--- src/rtl/bp_fe_ftq.sv ---
// Fetch target queue: generates sequential/predicted PCs, buffers them with
// branch metadata, and tracks enqueue / fetch / commit positions for replay.
module bp_fe_ftq #(
  parameter int vaddr_width_p = 39,
  parameter int els_p         = 8,
  parameter int fetch_bytes_p = 4,
  parameter int md_width_p    = 32
) (
  input  logic                      clk_i,
  input  logic                      reset_i,
  input  logic [vaddr_width_p-1:0]  reset_pc_i,
  output logic [vaddr_width_p-1:0]  pred_pc_o,
  input  logic                      pred_taken_i,
  input  logic [vaddr_width_p-1:0]  pred_tgt_i,
  input  logic [md_width_p-1:0]     pred_md_i,
  output logic                      fetch_v_o,
  output logic [vaddr_width_p-1:0]  fetch_pc_o,
  output logic                      fetch_taken_o,
  output logic [md_width_p-1:0]     fetch_md_o,
  input  logic                      fetch_yumi_i,
  input  logic                      retire_i,
  input  logic                      replay_i,
  input  logic                      redirect_v_i,
  input  logic [vaddr_width_p-1:0]  redirect_npc_i,
  output logic                      full_o,
  output logic                      empty_o,
  output logic [$clog2(els_p):0]    count_o
);

  localparam int lg_els_lp = $clog2(els_p);
  localparam int ptr_w_lp  = lg_els_lp + 1;
  localparam logic [vaddr_width_p-1:0] fb_mask_lp = vaddr_width_p'(fetch_bytes_p - 1);
  localparam logic [vaddr_width_p-1:0] fb_step_lp = vaddr_width_p'(fetch_bytes_p);

  logic [ptr_w_lp-1:0]      enq_r, fetch_r, commit_r, commit_n;
  logic [vaddr_width_p-1:0] gen_pc_r, gen_pc_n;
  logic                     enq_v;

  logic [vaddr_width_p-1:0] pc_mem    [els_p];
  logic                     taken_mem [els_p];
  logic [md_width_p-1:0]    md_mem    [els_p];

  // Flags come only from registered pointers, so no input reaches them.
  assign count_o   = enq_r - commit_r;
  assign full_o    = (count_o == ptr_w_lp'(els_p));
  assign empty_o   = (enq_r == commit_r);
  assign enq_v     = ~full_o & ~redirect_v_i & ~reset_i;
  assign pred_pc_o = gen_pc_r;

  // Fall-through steps from the aligned block base; wraps by natural overflow.
  assign gen_pc_n  = pred_taken_i ? pred_tgt_i : ((gen_pc_r & ~fb_mask_lp) + fb_step_lp);
  assign commit_n  = commit_r + ptr_w_lp'(retire_i);

  assign fetch_v_o     = (fetch_r != enq_r);
  assign fetch_pc_o    = pc_mem[fetch_r[lg_els_lp-1:0]];
  assign fetch_taken_o = taken_mem[fetch_r[lg_els_lp-1:0]];
  assign fetch_md_o    = md_mem[fetch_r[lg_els_lp-1:0]];

  always_ff @(posedge clk_i) begin
    if (enq_v) begin
      pc_mem[enq_r[lg_els_lp-1:0]]    <= gen_pc_r;
      taken_mem[enq_r[lg_els_lp-1:0]] <= pred_taken_i;
      md_mem[enq_r[lg_els_lp-1:0]]    <= pred_md_i;
    end
  end

  always_ff @(posedge clk_i) begin
    if (reset_i) begin
      enq_r    <= '0;
      fetch_r  <= '0;
      commit_r <= '0;
      gen_pc_r <= reset_pc_i;
    end else if (redirect_v_i) begin
      enq_r    <= '0;
      fetch_r  <= '0;
      commit_r <= '0;
      gen_pc_r <= redirect_npc_i;
    end else begin
      if (enq_v) begin
        enq_r    <= enq_r + 1'b1;
        gen_pc_r <= gen_pc_n;
      end
      commit_r <= commit_n;
      // Replay rewinds to the commit point including this cycle's retire.
      if (replay_i)
        fetch_r <= commit_n;
      else if (fetch_yumi_i)
        fetch_r <= fetch_r + 1'b1;
    end
  end

endmodule

--- config.mk ---
export PLATFORM = sky130hd
export DESIGN_NAME = bp_fe_ftq
export DESIGN_NICKNAME = d
export VERILOG_FILES = /design/src/rtl/bp_fe_ftq.sv
export SDC_FILE = /design/constraint.sdc
export NUM_CORES = 1
export LEC_CHECK = 0
export BUFFER_PORTS_ARGS = -buffer_cell sky130_fd_sc_hd__buf_4
export CORE_UTILIZATION = 52
export DETAILED_ROUTE_END_ITERATION = 12
export GPL_TIMING_DRIVEN = 0
export PLACE_DENSITY = 0.74
export SKIP_CTS_REPAIR_TIMING = 1
export SYNTH_ARGS = -nofsm -noshare
export SYNTH_HDL_FRONTEND = slang
export SYNTH_SLANG_ARGS = --single-unit
--- constraint.sdc ---
create_clock -name clk_i -period 13.5 [get_ports clk_i]
set_input_delay 0 -clock clk_i [delete_from_list [all_inputs] [get_ports clk_i]]
set_output_delay 0 -clock clk_i [all_outputs]
set_load 0.01 [all_outputs]
==> Flow_metrics.wiki <==
{| class="wikitable"
! Metric !! Value
|-
| Status || complete, but fails checks
|-
| Violations in the final reports || hold timing
|-
| Number of buffers created by CTS || 60
|-
| Startpoint of the tightest hold check path || pred_tgt_i[12]
|-
| Cell Area, Placed || just under 30000 um^2
|-
| Fraction of final layout cells sized beyond drive strength 1 || 0.364
|-
| Crit path cell chain || clkbuf_1 -> inv_1 -> ha_1 -> inv_1 -> fa_1 -> or3_1 -> clkbuf_1 -> nor3_2 -> nor4b_2 -> buf_4 -> buf_4 -> buf_4 -> buf_6 -> buf_4 -> buf_6
|-
| Clock H-tree levels || 2
|-
| Cell seen most often among critical-path stages || sky130_fd_sc_hd__buf_4
|-
| Clock input transition at the sequential cells of the worst setup and hold paths || 0.07 ns
|-
| Maximum cell stage delay along the critical path || between 0.7 and 0.8 ns
|-
| Post-Synthesis Cell Area || 25500 um^2
|-
| Hold crit path type || input port to flip-flop
|-
| Switching power total || between 0.9 and 1 mW
|-
| Clock Sinks || 630
|-
| Flip-flop and latch count after synthesis || 630
|-
| Worst setup path startpoint || enq_r[0]$_SDFFE_PP0P_
|-
| Largest net degree at the start of global routing || 35
|-
| Worst clock skew || between 0.02 and 0.03 ns
|-
| Worst-case headroom to the max-slew limit || 0.170
|-
| Highest attainable clock frequency || approximately 210 MHz
|-
| Unrepaired setup endpoints after global routing || no
|-
| Post-synth cell types || 57
|-
| Root Buffer || sky130_fd_sc_hd__clkbuf_16
|-
| Routed Wire Length || 64900 um
|-
| Syn_nets || ~1500
|-
| Cell internal pwr || ~3.4 mW
|-
| Area of the core region || slightly below 50000 um^2
|-
| Worst flop-to-flop path startpoint || enq_r[0]$_SDFFE_PP0P_
|-
| Relative contribution of combinational cells to total power || 0.087
|-
| Commonest non-fill, non-tap cell in the layout || sky130_fd_sc_hd__edfxtp_1
|-
| Routability Congestion || about 0.87
|-
| Final worst-path cycle share || 0.357
|-
| Post-Layout Cell Count || around 2500
|-
| Type of origin of the critical path || flip-flop
|-
| Number of top-level pins || ~270
|-
| Predominant post-synthesis flop cell || sky130_fd_sc_hd__edfxtp_1
|-
| Average vias per placed instance || 6.06
|-
| Vias in the first global route || between 10000 and 15000
|-
| Worst path slowest cell || sky130_fd_sc_hd__nor3_2
|-
| Syn_area_per_cell || 19.7 um^2
|-
| Worst Hold Slack || -0.0402 ns
|-
| Number of antenna violations at the first check in global routing || 0
|-
| Async S/R FF share, synth || 0
|-
| Final min period || roughly 4.8 ns
|-
| Instance count after placement with tap cells included || 2258
|-
| DR pass1 iterations || 5
|-
| Worst EP required || between 10 and 15 ns
|-
| Fraction of power consumed by the clock network || 0.389
|-
| Antenna Cells || 0
|-
| Peak fanout along the critical path || 10
|-
| Crit path kind || flip-flop to flip-flop
|-
| Total gr overflow || 0
|-
| Sequential-to-total area share from yosys stat || 0.735
|-
| Switching part of the total || 0.220
|-
| Most frequent cells in the layout || 615 x sky130_fd_sc_hd__edfxtp_1, 307 x sky130_fd_sc_hd__buf_4, 144 x sky130_fd_sc_hd__mux4_2, 124 x sky130_fd_sc_hd__dlygate4sd3_1, 72 x sky130_fd_sc_hd__mux2_2
|-
| Final setup slack of the worst path || around 8.7 ns
|-
| Power density of the placed cells || 134 nW/um^2
|-
| Final max-slew violation count || 0
|-
| Synthesized instance count || between 1000 and 1500
|-
| Post-detail-place hpwl || ~44000 um
|-
| # Max-Cap Violations || 0
|-
| Number of warnings issued by yosys || 0
|-
| End-of-flow core utilization || 0.674
|-
| Gr usage total || 0.257
|-
| Area enclosed by the die boundary || between 50000 and 60000 um^2
|-
| DRC errors left || 0
|-
| Wire length per cell after detailed routing || ~26 um
|-
| Maximum ir drop on the vdd rail || between 0.00009 and 0.0001 V
|-
| Total vias in the final route || around 15000
|-
| Number of synthesized flops with an enable pin || 615
|-
| Total negative slack || 0 ns
|-
| Area Growth Syn to Fin || 26.8%
|-
| Port Buffers || 271
|-
| Vertical die dimension || between 200 and 250 um
|-
| Count of final setup violators || 0
|-
| Clk Latency, worst-skew pair || roughly 0.63 ns
|-
| Count of endpoints failing hold in the final timing report || 1
|-
| Iter 0 DRT Violations || around 1500
|-
| Worst-Margin Slew || around 1.2 ns
|-
| Total number of nets in the final design || around 2000
|-
| Global-route wire length before repair || roughly 93000 um
|-
| Final Cell Area || about 32000 um^2
|-
| Setup slack at placement || slightly below 9 ns
|-
| Internal reg-to-reg setup slack || 8.68 ns
|-
| Sequential group share of total power || 0.524
|-
| # rows || 80
|-
| Starting density of the core || 0.532
|-
| Number of nets still failing antenna checks after routing || 0
|-
| Leakage component of the power || roughly 11 nW
|-
| Die extent in x || 224 um
|-
| Arrival time of the worst setup path || approximately 5.2 ns
|-
| Clock Tree Buf Depth || 3
|-
| Type of element capturing the critical path || flip-flop
|-
| Clock tree from TritonCTS || built
|}
## worst paths after layout
path                             end  cells after the start
max          md_mem[6][26]$_DFFE_PP_                     15
min          pred_pc_o[12]$_DFFE_PP_                      4
max reg2reg  md_mem[6][26]$_DFFE_PP_                     15
min reg2reg   commit_r[3]$_SDFF_PP0_                      3
## critical path, delay by kind of cell, from the launching register on
| family | cells | cell delay, ns |
|---|---|---|
| adder cells (fa/ha/maj) | 2 | 0.74 |
| buffers and inverters | 10 | 2.01 |
| flip-flops | 1 | 0.34 |
| AND/OR/NAND/NOR | 3 | 1.44 |
## registers in the layout, indices dropped and copies added, names as in the netlist, named ones only
name,count
taken_mem,8
enq_r,4
fetch_r,4
pc_mem,312
md_mem,256
pred_pc_o,39
commit_r,4
## Yosys cell counts (7+ instances only)
cell type                   count  area, um^2
sky130_fd_sc_hd__nor4_1        10        62.6
sky130_fd_sc_hd__a2bb2oi_1      7        61.3
sky130_fd_sc_hd__xor2_1        21         184
sky130_fd_sc_hd__nand2_1       58         218
sky130_fd_sc_hd__mux2_2        72         811
sky130_fd_sc_hd__nand4_1       23         144
sky130_fd_sc_hd__and3_1         8        50.1
sky130_fd_sc_hd__o221ai_1      10        87.6
sky130_fd_sc_hd__nor3_1        11        55.1
sky130_fd_sc_hd__buf_1         11        41.3
sky130_fd_sc_hd__inv_1          9        33.8
sky130_fd_sc_hd__a21oi_1       23         115
sky130_fd_sc_hd__edfxtp_1     615       18500
sky130_fd_sc_hd__mux4_2       144        3240
sky130_fd_sc_hd__ha_1           8         100
sky130_fd_sc_hd__nand3_1       17        85.1
sky130_fd_sc_hd__a22oi_1       17         128
sky130_fd_sc_hd__clkbuf_1      42         158
sky130_fd_sc_hd__dfxtp_1       15         300
sky130_fd_sc_hd__o21ai_0       34         170
sky130_fd_sc_hd__nor2_1        28         105
sky130_fd_sc_hd__buf_2         13        65.1
sky130_fd_sc_hd__o22ai_1        9        56.3
sky130_fd_sc_hd__xnor2_1       18         158
## cell families after synthesis
group                    count (synthesis)  share of synthesized area
flip-flops                             630                      0.735
multiplexers                           221                      0.161
adder cells (fa/ha/maj)                  9                    0.00470
AO/OA/AOI/OAI                          133                     0.0347
buffers and inverters                   78                     0.0121
XOR/XNOR                                39                     0.0134
AND/OR/NAND/NOR                        185                     0.0396
## through the flow
stage,total power [mW],hold slack [ns]
after floorplan,2.45,0.0989
after detailed placement,2.65,0.234
final,4.34,-0.0402
after global routing,4.46,0.0159
after global placement,2.64,0.230
after CTS,4.32,-0.422
## power groups by stage
stage | Clock (mW) | Sequential [mW] | Combinational [mW]
2_1_floorplan | 0 | 2.29 | 0.160
3_3_place_gp | 0 | 2.32 | 0.324
3_5_place_dp | 0 | 2.31 | 0.337
4_1_cts | 1.71 | 2.27 | 0.339
5_1_grt | 1.78 | 2.28 | 0.401
6_report | 1.69 | 2.27 | 0.377
## final cells by class
class / count / area [um^2]
Buffer: 67 / 269
Clock buffer: 75 / 1580
Clock inverter: 32 / 380
Fill cell: 3101 / 15700
Inverter: 11 / 41.3
Multi-Input combinational cell: 587 / 6510
Sequential cell: 630 / 18800
Tap cell: 615 / 769
Timing Repair Buffer: 472 / 4060
## routing by layer
metal	up-vias	global-route usage	share of wire	routed length (um)
li1	6480	-	-	-
met1	7739	0.340	0.39	25300
met2	736	0.421	0.50	32600
met3	125	0.0539	0.078	5060
met4	0	0.0968	0.030	1980
met5	-	0	0	0
Power figures use the tool's default switching activity.
